<file path="config.mk">
export PLATFORM = sky130hd
export DESIGN_NAME = pipe_stage_reg
export DESIGN_NICKNAME = d
export VERILOG_FILES = /design/src/rtl/pipe_pkg.sv /design/src/rtl/pipe_perf_cnt.sv /design/src/rtl/pipe_stage_reg.sv
export SDC_FILE = /design/constraint.sdc
export NUM_CORES = 1
export LEC_CHECK = 0
export CORE_AREA = 4 4 188 190
export CTS_CLUSTER_SIZE = 16
export DETAILED_ROUTE_END_ITERATION = 6
export DIE_AREA = 0 0 192 194
export PLACE_DENSITY = 0.68
export SYNTH_ARGS = -nofsm -noshare
export SYNTH_HDL_FRONTEND = slang
export SYNTH_SLANG_ARGS = --single-unit
</file>
<file path="constraint.sdc">
create_clock -name clk -period 2.8 [get_ports clk]
set_clock_uncertainty 0.05 [all_clocks]
set_input_delay 0.56 -clock clk [delete_from_list [all_inputs] [get_ports clk]]
set_output_delay 0.56 -clock clk [all_outputs]
set_load 0.01 [all_outputs]
</file>
<file path="src/rtl/pipe_pkg.sv">
// Shared definitions for the inter-stage pipeline registers: stage payload widths,
// the {hd_v, sk_v} state encoding and the default bubble payload.
package pipe_pkg;

    localparam int unsigned IF_ID_W = 161;

    typedef enum logic [1:0] {
        ST_EMPTY = 2'b00,
        ST_ONE   = 2'b10,
        ST_FULL  = 2'b11
    } pipe_state_e;

    localparam logic [IF_ID_W-1:0] BUBBLE_DEFAULT = '0;

endpackage

</file>
<file path="src/rtl/pipe_perf_cnt.sv">
// Saturating event counter with enable and asynchronous active-low reset.
module pipe_perf_cnt #(
    parameter int unsigned CNT_W = 32
) (
    input  logic             clk,
    input  logic             rst,
    input  logic             i_en,
    output logic [CNT_W-1:0] o_cnt
);

    logic [CNT_W-1:0] r_cnt;

    always_ff @(posedge clk or negedge rst) begin
        if (!rst) begin
            r_cnt <= '0;
        end else if (i_en && (r_cnt != '1)) begin
            r_cnt <= r_cnt + CNT_W'(1);
        end
    end

    assign o_cnt = r_cnt;

endmodule

</file>
<file path="src/rtl/pipe_stage_reg.sv">
// Parametrised pipeline stage register with a 2-entry skid buffer and switch/halt/flush
// controls. Defining PIPE_STAGE_PERF_EN adds saturating stall and flush counters.
module pipe_stage_reg
    import pipe_pkg::*;
#(
    parameter int unsigned       DATA_W = IF_ID_W,
    parameter logic [DATA_W-1:0] BUBBLE = DATA_W'(BUBBLE_DEFAULT),
    parameter int unsigned       CNT_W  = 32
) (
    input  logic              clk,
    input  logic              rst,
    input  logic              switch,
    input  logic              halt,
    input  logic              flush,
    input  logic              in_valid,
    input  logic [DATA_W-1:0] in_data,
    output logic              in_ready,
    output logic              out_valid,
    output logic [DATA_W-1:0] out_data,
    input  logic              out_ready
`ifdef PIPE_STAGE_PERF_EN
    ,
    output logic [CNT_W-1:0]  perf_stall_cnt,
    output logic [CNT_W-1:0]  perf_flush_cnt
`endif
);

    logic              r_hd_v, r_sk_v;
    logic [DATA_W-1:0] r_hd_d, r_sk_d;

    logic              w_hd_v, w_sk_v;
    logic [DATA_W-1:0] w_hd_d, w_sk_d;
    logic              w_ctl, w_acc, w_deq;
    pipe_state_e       w_state;

    // Ready depends only on registered state and controls, never on out_ready.
    assign w_ctl    = halt | switch | flush;
    assign in_ready = rst & ~r_sk_v & ~w_ctl;
    assign w_acc    = in_valid & in_ready;
    assign w_deq    = r_hd_v & out_ready & ~w_ctl;
    assign w_state  = pipe_state_e'({r_hd_v, r_sk_v});

    always_comb begin
        w_hd_v = r_hd_v;
        w_sk_v = r_sk_v;
        w_hd_d = r_hd_d;
        w_sk_d = r_sk_d;
        if (switch || (!halt && flush)) begin
            w_hd_v = 1'b0;
            w_sk_v = 1'b0;
            w_hd_d = BUBBLE;
            w_sk_d = BUBBLE;
        end else if (!halt) begin
            case (w_state)
                ST_EMPTY: begin
                    if (w_acc) begin
                        w_hd_v = 1'b1;
                        w_hd_d = in_data;
                    end
                end
                ST_ONE: begin
                    if (w_acc && w_deq) begin
                        w_hd_d = in_data;
                    end else if (w_acc) begin
                        w_sk_v = 1'b1;
                        w_sk_d = in_data;
                    end else if (w_deq) begin
                        w_hd_v = 1'b0;
                        w_hd_d = BUBBLE;
                    end
                end
                ST_FULL: begin
                    if (w_deq) begin
                        w_hd_d = r_sk_d;
                        w_sk_v = 1'b0;
                        w_sk_d = BUBBLE;
                    end
                end
                default: begin
                    // Unreachable {0,1}: recover to EMPTY rather than stick.
                    w_hd_v = 1'b0;
                    w_sk_v = 1'b0;
                    w_hd_d = BUBBLE;
                    w_sk_d = BUBBLE;
                end
            endcase
        end
    end

    always_ff @(posedge clk or negedge rst) begin
        if (!rst) begin
            r_hd_v <= 1'b0;
            r_sk_v <= 1'b0;
            r_hd_d <= BUBBLE;
            r_sk_d <= BUBBLE;
        end else begin
            r_hd_v <= w_hd_v;
            r_sk_v <= w_sk_v;
            r_hd_d <= w_hd_d;
            r_sk_d <= w_sk_d;
        end
    end

    assign out_valid = r_hd_v;
    assign out_data  = r_hd_d;

`ifdef PIPE_STAGE_PERF_EN
    pipe_perf_cnt #(
        .CNT_W (CNT_W)
    ) u_stall_cnt (
        .clk   (clk),
        .rst   (rst),
        .i_en  (r_hd_v & ~out_ready & ~halt),
        .o_cnt (perf_stall_cnt)
    );

    pipe_perf_cnt #(
        .CNT_W (CNT_W)
    ) u_flush_cnt (
        .clk   (clk),
        .rst   (rst),
        .i_en  (flush | switch),
        .o_cnt (perf_flush_cnt)
    );
`endif

endmodule

</file>
Yosys cells after proc, flatten, opt, wreduce, memory -nomap -nowiden
Index checks and enable logic that the tools add are counted.

Bitwise logic cells: 9. Reductions and logical operators: 8. Muxes and demuxes: 23. Eq/ne operators: 13.

Operators by type and width (count): 2-to-1 mux 161 bit (10); case mux 161 bit (3 select lines) (2); inequality test 3 bit, second input constant (6); AND reduction 5 bit (2); 2-to-1 mux 1 bit (9); inequality test 4 bit, second input constant (2); case mux 1 bit (3 select lines) (2); AND reduction 6 bit (1); AND 1 bit (5); == test 2 bit, second input constant (2); inequality test 2 bit, second input constant (2); logical AND 1 bit (2); logical NOT 2 bit (1); inequality test 2 x 1 -> 1 bit, second input constant (1); NOT 1 bit (2); OR 1 bit (2); logical NOT 1 bit (1); logical OR 1 bit (1).

Register bits after elaboration: 324. Output and inout bits: 163. Logic and storage cells: 57.

Depth between registers and ports, before layout
Depth after elaboration: 10. Gate-level depth with buffers: 8. Mapped depth without buffers: 4.

Worst setup path after synthesis
No wires, ideal clock.

Path kind: input to register. From: in flush. To: reg r_sk_d[100]. Path buffers: 3. Required time: 2.629 ns. Cell stages on the path: 7. Data arrival time: 2.005 ns. Path slack: 0.624 ns. Cells stage by stage: or3_1 -> buf_2 -> nor3_2 -> o41ai_4 -> clkbuf_1 -> buf_2 -> a22o_1.

Cells in the longest elaborated chain, start to end: 7. Elaborated cells between the ends (all ways): 15. Classes of those cells: eq/ne: 5; mux: 1; bitwise: 5; reduce/logical: 4.

Ends and longest elaborated chain: start: declaration (RTL line pipe_stage_reg.sv:14) `input logic flush,`; OR 1 bit (RTL line pipe_stage_reg.sv:37) `assign w_ctl = halt | switch | flush;`; NOT 1 bit (RTL line pipe_stage_reg.sv:38, pipe_stage_reg.sv:40); AND 1 bit (RTL line pipe_stage_reg.sv:38) `assign in_ready = rst & ~r_sk_v & ~w_ctl;`; AND 1 bit (RTL line pipe_stage_reg.sv:39) `assign w_acc = in_valid & in_ready;`; logical AND 1 bit (RTL line pipe_stage_reg.sv:62) `if (w_acc && w_deq) begin`; inequality test 3 bit (no line); AND reduction 5 bit (no line); end signal: assignment (RTL line pipe_stage_reg.sv:100) `r_sk_d <= w_sk_d;`; end: declaration (RTL line pipe_stage_reg.sv:29) `logic [DATA_W-1:0] r_hd_d, r_sk_d;`.

Several ways; a longest one is shown, not always the timed one. A chain may end at the register's enable or synchronous reset.

Worst setup path in the final report
From: in flush. To: out in_ready.

Cells in the longest elaborated chain, start to end: 3.

Ends and longest elaborated chain: OR 1 bit (RTL line pipe_stage_reg.sv:37); NOT 1 bit (RTL line pipe_stage_reg.sv:38); AND 1 bit (RTL line pipe_stage_reg.sv:38); end: declaration (RTL line pipe_stage_reg.sv:17) `output logic in_ready,`.

Every way passes these cells.

==> flow_metrics.env <==
export IMPL_final_util_pct=57.09
export IMPL_ys_flop_type="dfrtp_1"
export IMPL_netlist_area_mm2=0.01394
export IMPL_hp_class="in2async"
export IMPL_rows=67
export IMPL_core_area_mm2=0.03345
export IMPL_clock_latency_ns=0.50
export IMPL_die_h_um=194
export IMPL_pwr_density_cell_mw_per_mm2=542.1
export IMPL_grt_pass1_wl_um=67120
export IMPL_grt_max_degree=162
export IMPL_rsz0062_at_grt="false"
export IMPL_synth_edf_count=0
export IMPL_drt_pass1_iter_count=5
export IMPL_cp_startpoint="flush"
export IMPL_async_flop_share_pct=100.0
export IMPL_cp_slowest_stage_delay_ns=0.46
export IMPL_final_layout_size_suffix_gt1_share_pct=8.033
export IMPL_grt_total_usage_pct=21.89
export IMPL_setup_violations=0
export IMPL_numCtsBuffers=36
export IMPL_clockBufferDepth=3
export IMPL_critPathBufInv=2
export IMPL_start_kind="primary input"
export IMPL_area_growth_syn_to_layout_pct=36.96
export IMPL_period_share_pct=92.46
export IMPL_cts_sinks=324
export IMPL_drtIter0Drc=987
export IMPL_r2r_cells=5
export IMPL_power_leakage_nw=8.250
export IMPL_routed_wl_um=42190
export IMPL_cts_max_level=2
export IMPL_fillers=2702
export IMPL_crit_path_top_delay_cell="clkdlybuf4s50_1"
export IMPL_ir_drop_v=0.0003427
export IMPL_report_final_slew_viol_count=0
export IMPL_hpwl_um=26060
export IMPL_setup_tns_final_ns=0
export IMPL_worst_setup_path_type="in2out"
export IMPL_max_slew_margin_rel_pct=41.26
export IMPL_end_kind="output pin"
export IMPL_die_w_um=192
export IMPL_fmax_mhz=386.3
export IMPL_syn_inst=1123
export IMPL_avgViaCountPerCell=6.012
export IMPL_synth_net_count=1291
export IMPL_rr_startpoint="out_valid$_DFFE_PN0P_"
export IMPL_cp_arrival_ns=1.98
export IMPL_crit_fanout=2
export IMPL_rr_endpoint="r_sk_d[29]$_DFFE_PN0P_"
export IMPL_overflow=0
export IMPL_routedWlPerCell_um=22.27
export IMPL_cts_tree="yes"
export IMPL_final_min_clock_period_ns=2.589
export IMPL_yosysWarnings=0
export IMPL_worst_pin_slew_ns=0.8811
export IMPL_gp_congestion=0.7950
export IMPL_die_area_mm2=0.03725
export IMPL_io_buffers=330
export IMPL_cts_root_buf="clkbuf_16"
export IMPL_status="finished, final reports clean"
export IMPL_ioPinCount=331
export IMPL_worstPathRequired_ns=2.19
export IMPL_drc_errors=0
export IMPL_hold_ws_ns=0.4038
export IMPL_cp_depth=4
export IMPL_critPathTopFamily="buffers and inverters"
export IMPL_vias=11390
export IMPL_maxCapViolations=0
export IMPL_cts_clk_slew_worst_paths_ns=0.06
export IMPL_grt_pass1_vias=11540
export IMPL_rrSetupSlack_ns=0.54
export IMPL_synth_cell_types=26
export IMPL_nets=1590
export IMPL_path_cells="clkdlybuf4s50_1, or3_1, nor3b_1, dlygate4sd2_1"
export IMPL_synth_seq_cells=324
export IMPL_drtAntennaViolNets=0
export IMPL_antenna_found_initial=3
export IMPL_syn_avg_cell_area_um2=12.42
export IMPL_yosysSeqAreaShare_pct=58.15
export IMPL_cp_endpoint="in_ready"
export IMPL_initial_core_util_pct=41.69
export IMPL_hold_viol_final=0
cell families after synthesis:
kind of cell / count (synthesis) / share of synthesized area, %
AO/OA/AOI/OAI: 653 / 36.72
flip-flops: 324 / 58.15
buffers and inverters: 128 / 4.316
AND/OR/NAND/NOR: 18 / 0.8166
area by class of cell:
cell class                      count  area [um2]  area share, %
Antenna cell                        2       5.005        0.02621
Clock buffer                       52        1052          5.510
Timing Repair Buffer              385        3998          20.93
Multi-Input combinational cell    671        5269          27.59
Clock inverter                      8       90.09         0.4717
Inverter                            4       15.01        0.07862
Sequential cell                   324        8108          42.46
Tap cell                          448       560.5          2.935
layer usage:
layer,wire [um],track usage (%),vias up
met5,9,0,-
met4,755,4.569,2
met3,3730,6.158,55
met2,18690,32.21,473
met1,19000,32.57,5772
li1,-,-,5085
stage by stage:
step	total power [mW]	instance area, um2	cells	worst slack [ns]
2_1_floorplan	5.199	13940	1123	0.6244
3_3_place_gp	5.817	17940	1831	-0.03496
3_5_place_dp	5.822	17940	1831	-0.05754
4_1_cts	10.46	19090	1892	0.2098
5_1_grt	10.75	19100	1894	0.1932
6_report	10.35	19100	1894	0.2111
cell usage in the layout, fill, tap and decap left out:
cell | Yosys | final
a22o_1 | 322 | 322
and2_4 | 0 | 1
o21ai_0 | 2 | 2
and3b_1 | 1 | 1
nor2_1 | 4 | 3
buf_4 | 0 | 32
nand2_1 | 2 | 2
nand2b_4 | 0 | 1
buf_12 | 0 | 22
a21oi_4 | 0 | 1
nor3_4 | 0 | 1
dlygate4sd2_1 | 0 | 1
nor2_4 | 1 | 2
buf_8 | 0 | 1
nand2b_1 | 2 | 1
clkbuf_1 | 77 | 8
dfrtp_1 | 324 | 324
bufinv_16 | 0 | 2
o41ai_4 | 1 | 1
clkdlybuf4s50_1 | 0 | 328
clkbuf_16 | 0 | 37
inv_1 | 4 | 4
dlygate4sd3_1 | 0 | 1
clkinv_2 | 0 | 6
o31a_1 | 1 | 1
nand3b_1 | 1 | 1
clkbuf_8 | 0 | 7
nor3_2 | 2 | 1
nor3b_1 | 1 | 1
o2bb2ai_1 | 161 | 161
o221a_2 | 1 | 1
o311ai_1 | 1 | 1
o22ai_1 | 2 | 2
nor3_1 | 1 | 1
a21oi_1 | 162 | 161
or3_1 | 2 | 2
diode_2 | 0 | 2
flip-flops by register name, summed over array words and instances, names as in the netlist:
signal and flops:
out_data 161, r_sk_d 161, out_valid 1, r_sk_v 1
cell usage after synthesis, types with 2 or more instances:
library cell,n,share of area [%]
a21oi_1,162,5.8
clkbuf_1,77,2.1
or3_1,2,0.090
dfrtp_1,324,58
buf_2,36,1.3
nor3_2,2,0.14
nor2_1,4,0.11
buf_6,10,0.81
o22ai_1,2,0.090
nand2_1,2,0.054
nand2b_1,2,0.090
inv_1,4,0.11
a22o_1,322,20
o21ai_0,2,0.072
o2bb2ai_1,161,10
repair_timing:
action                                  4_1_cts  5_1_grt
hold buffers                                  1        0
gates resized for setup                       1        0
hold endpoints to repair                      7        0
endpoints found under the setup margin        1        0
buffers inserted                              0        0
power by group:
part / switching [mW] / total (mW) / internal [mW]
Clock: 1.84 / 4.61 / 2.78
Sequential: 0.0309 / 4.76 / 4.73
Combinational: 0.497 / 0.981 / 0.484
Total: 2.36 / 10.4 / 7.99
how the worst min path moves through the flow:
stage | start | to
3_5_place_dp | rst | r_sk_d[134]$_DFFE_PN0P_
5_1_grt | rst | r_sk_d[134]$_DFFE_PN0P_
3_3_place_gp | rst | r_sk_d[131]$_DFFE_PN0P_
4_1_cts | rst | r_sk_d[134]$_DFFE_PN0P_
6_report | rst | r_sk_d[134]$_DFFE_PN0P_
2_1_floorplan | rst | out_data[0]$_DFFE_PN0P_
No activity file was read; power rests on OpenSTA's default activity.
==> RTL change (config.mk and constraints unchanged) <==
Build with the macro `PIPE_STAGE_PERF_EN` defined.
--- a/src/rtl/pipe_stage_reg.sv
+++ b/src/rtl/pipe_stage_reg.sv
@@ -2,2 +2,4 @@
 // controls. Defining PIPE_STAGE_PERF_EN adds saturating stall and flush counters.
+`define PIPE_STAGE_PERF_EN
+
 module pipe_stage_reg
New outputs: perf_flush_cnt and perf_stall_cnt. Check against the original RTL: not settled (the Yosys comparison gave no result); the edit may change what the design does.
==> RTL change against the unedited design <==
- routed wire length grew 13%
- global-route usage rose by 2.9 points
- synthesized cell count grew 23%
- area after synthesis increased by 14%
- cell area increased by 16%
- worst setup slack lost 0.12 ns
- first-iteration DRC count decreased by 15%
- sequential cell count is 64 higher
- critical path type unchanged
- critical endpoint unchanged
- highest routed layer unchanged
Power is not compared: it rests on default switching activity, and its combinational part moved more than twofold at a synthesized area within 25%.
==> RTL change: results <==
group,metric,value,unit
outcome,status,"complete, no violations",
synthesis,synth_common_cells,"dfrtp_1, nand2_1, o21ai_0",
timing,worstMarginPinSlew,1.00,ns
clocking,cts_root_buffer,"clkbuf_16",
place,gp_congestion,0.871,
drt,ant_nets,0,
drt,wl_per_cell,21.1,um
global_route,track_usage,24.8,%
clocking,post-cts-setup-buffers,0,
timing,slew_violations,0,
clocking,cts_buffers,41,
place,hpwlAfterDp,31400,um
cells_and_area,drive_gt1_share,8.13,%
place,dp_slack,-0.0120,ns
global_route,grt_pass1_vias,13300,
synthesis,synth.area.top_cells,"dfrtp_1, a22o_1, a22oi_1, o21ai_0, nand2_1",
global_route,grt_pass1_wl,75200,um
critical_path,path_max_fanout,3,
drt,dr.first_iter.drc_count,841,
hold_path,hold_path.class,"input port to asynchronous set/reset pin",
global_route,antenna_found_initial,7,
power_and_ir_drop,swShare,25.2,%
power_and_ir_drop,irDropWorstVdd,0.465,mV
clocking,clock_latency,0.52,ns
global_route,grt_max_degree,187,
clocking,cts_buffer_depth,3,
synthesis,synth_cell_types,53,
power_and_ir_drop,cellLeakagePower,9.85,nW
place,portBuffers,394,
clocking,clkTransAtPathRegs,0.06,ns
synthesis,syn_inst,1379,
synthesis,syn-num-nets,1549,
synthesis,ys_seq_area_share,61.2,%
drt,dr.pass1.iters,5,
synthesis,synth_flop_cell,"dfrtp_1",
cells_and_area,stdcell_count,2247,
drt,vias_per_cell,5.77,
clocking,htree_levels,2,
synthesis,async_reset_ff_share,100,%
cells_and_area,nNetsFinal,1936,
critical_path,arrival,2.10,ns
synthesis,yosys_warnings,0,
## RTL change: changes by cell type after synthesis, moves of 14 or more
cell	change
o21ai_0	+160
nand3_1	+34
dfrtp_1	+64
and3_1	+14
xnor2_1	+39
nand2_1	+182
xor2_1	+20
buf_2	-14
a22oi_1	+161
nand4_1	+19
a22o_1	-161
o2bb2ai_1	-161
a21oi_1	-158
## RTL change: path summary, 6_finish.rpt
kind / startpoint / endpoint / slack (ns) / depth (start not counted)
hold reg to reg: out_data[1] / out_data[1] / 0.43 / 2
hold / removal: rst / out_data[101] / 0.14 / 2
max in group asynchronous: rst / out_data[65] / 1.12 / 3
min in group clk: out_data[1] / out_data[1] / 0.43 / 2
setup / recovery: halt / in_ready / 0.09 / 4
setup reg to reg: out_valid / u_stall_cnt.o_cnt[27] / 0.61 / 5
## RTL change: timing repair
item,CTS,global route
hold buffers,1,0
resized for setup,0,0
endpoints found under the hold margin,1,0
## RTL change: critical path, cell delays in order
cell and delay, ns:
clkdlybuf4s50_1 0.47, nor3b_1 0.29, and2_1 0.22, clkdlybuf4s50_1 0.55
## RTL change: cell type report
cell class              instances  area [um^2]
diodes                          3         7.51
clock buffers                  54         1200
clock inverters                19          249
fillers                      2597        11300
inverters                       3         11.3
multi-input cells             880         5690
flip-flops and latches        388         9710
well taps                     448          561
repair buffers                452         4710
## RTL change: power by group through the flow
stage / logic [W] / clock network [W] / registers [W]
2_1_floorplan: 0.000630 / 0 / 0.00639
3_3_place_gp: 0.00208 / 0 / 0.00630
3_5_place_dp: 0.00210 / 0 / 0.00631
4_1_cts: 0.00211 / 0.00591 / 0.00621
5_1_grt: 0.00225 / 0.00616 / 0.00625
6_report: 0.00208 / 0.00579 / 0.00621
## RTL change: cells by family after synthesis
| family | synth area share, % |
|---|---|
| mux | 0.347 |
| flops | 61.2 |
| xor+xnor | 3.26 |
| compound gates | 22.6 |
| buf+inv | 3.22 |
| simple gates | 9.29 |
| fa+ha+maj | 0.158 |
## RTL change: through the flow
step	power, W	util, %	area [um^2]
floorplan	0.00702	-	15900
global placement	0.00837	61.8	20700
detailed placement	0.00840	61.8	20700
CTS	0.0142	66.2	22100
global route	0.0147	66.2	22100
finish	0.0141	66.2	22100
## RTL change: layer usage
layer  vias to the layer above  track usage [%]  wire length, um
li1                       5872                -                -
met4                         8             8.06             1530
met2                       468             39.2            22300
met1                      6534             33.2            19500
met3                        90             7.24             4120
met5                         -                0               51
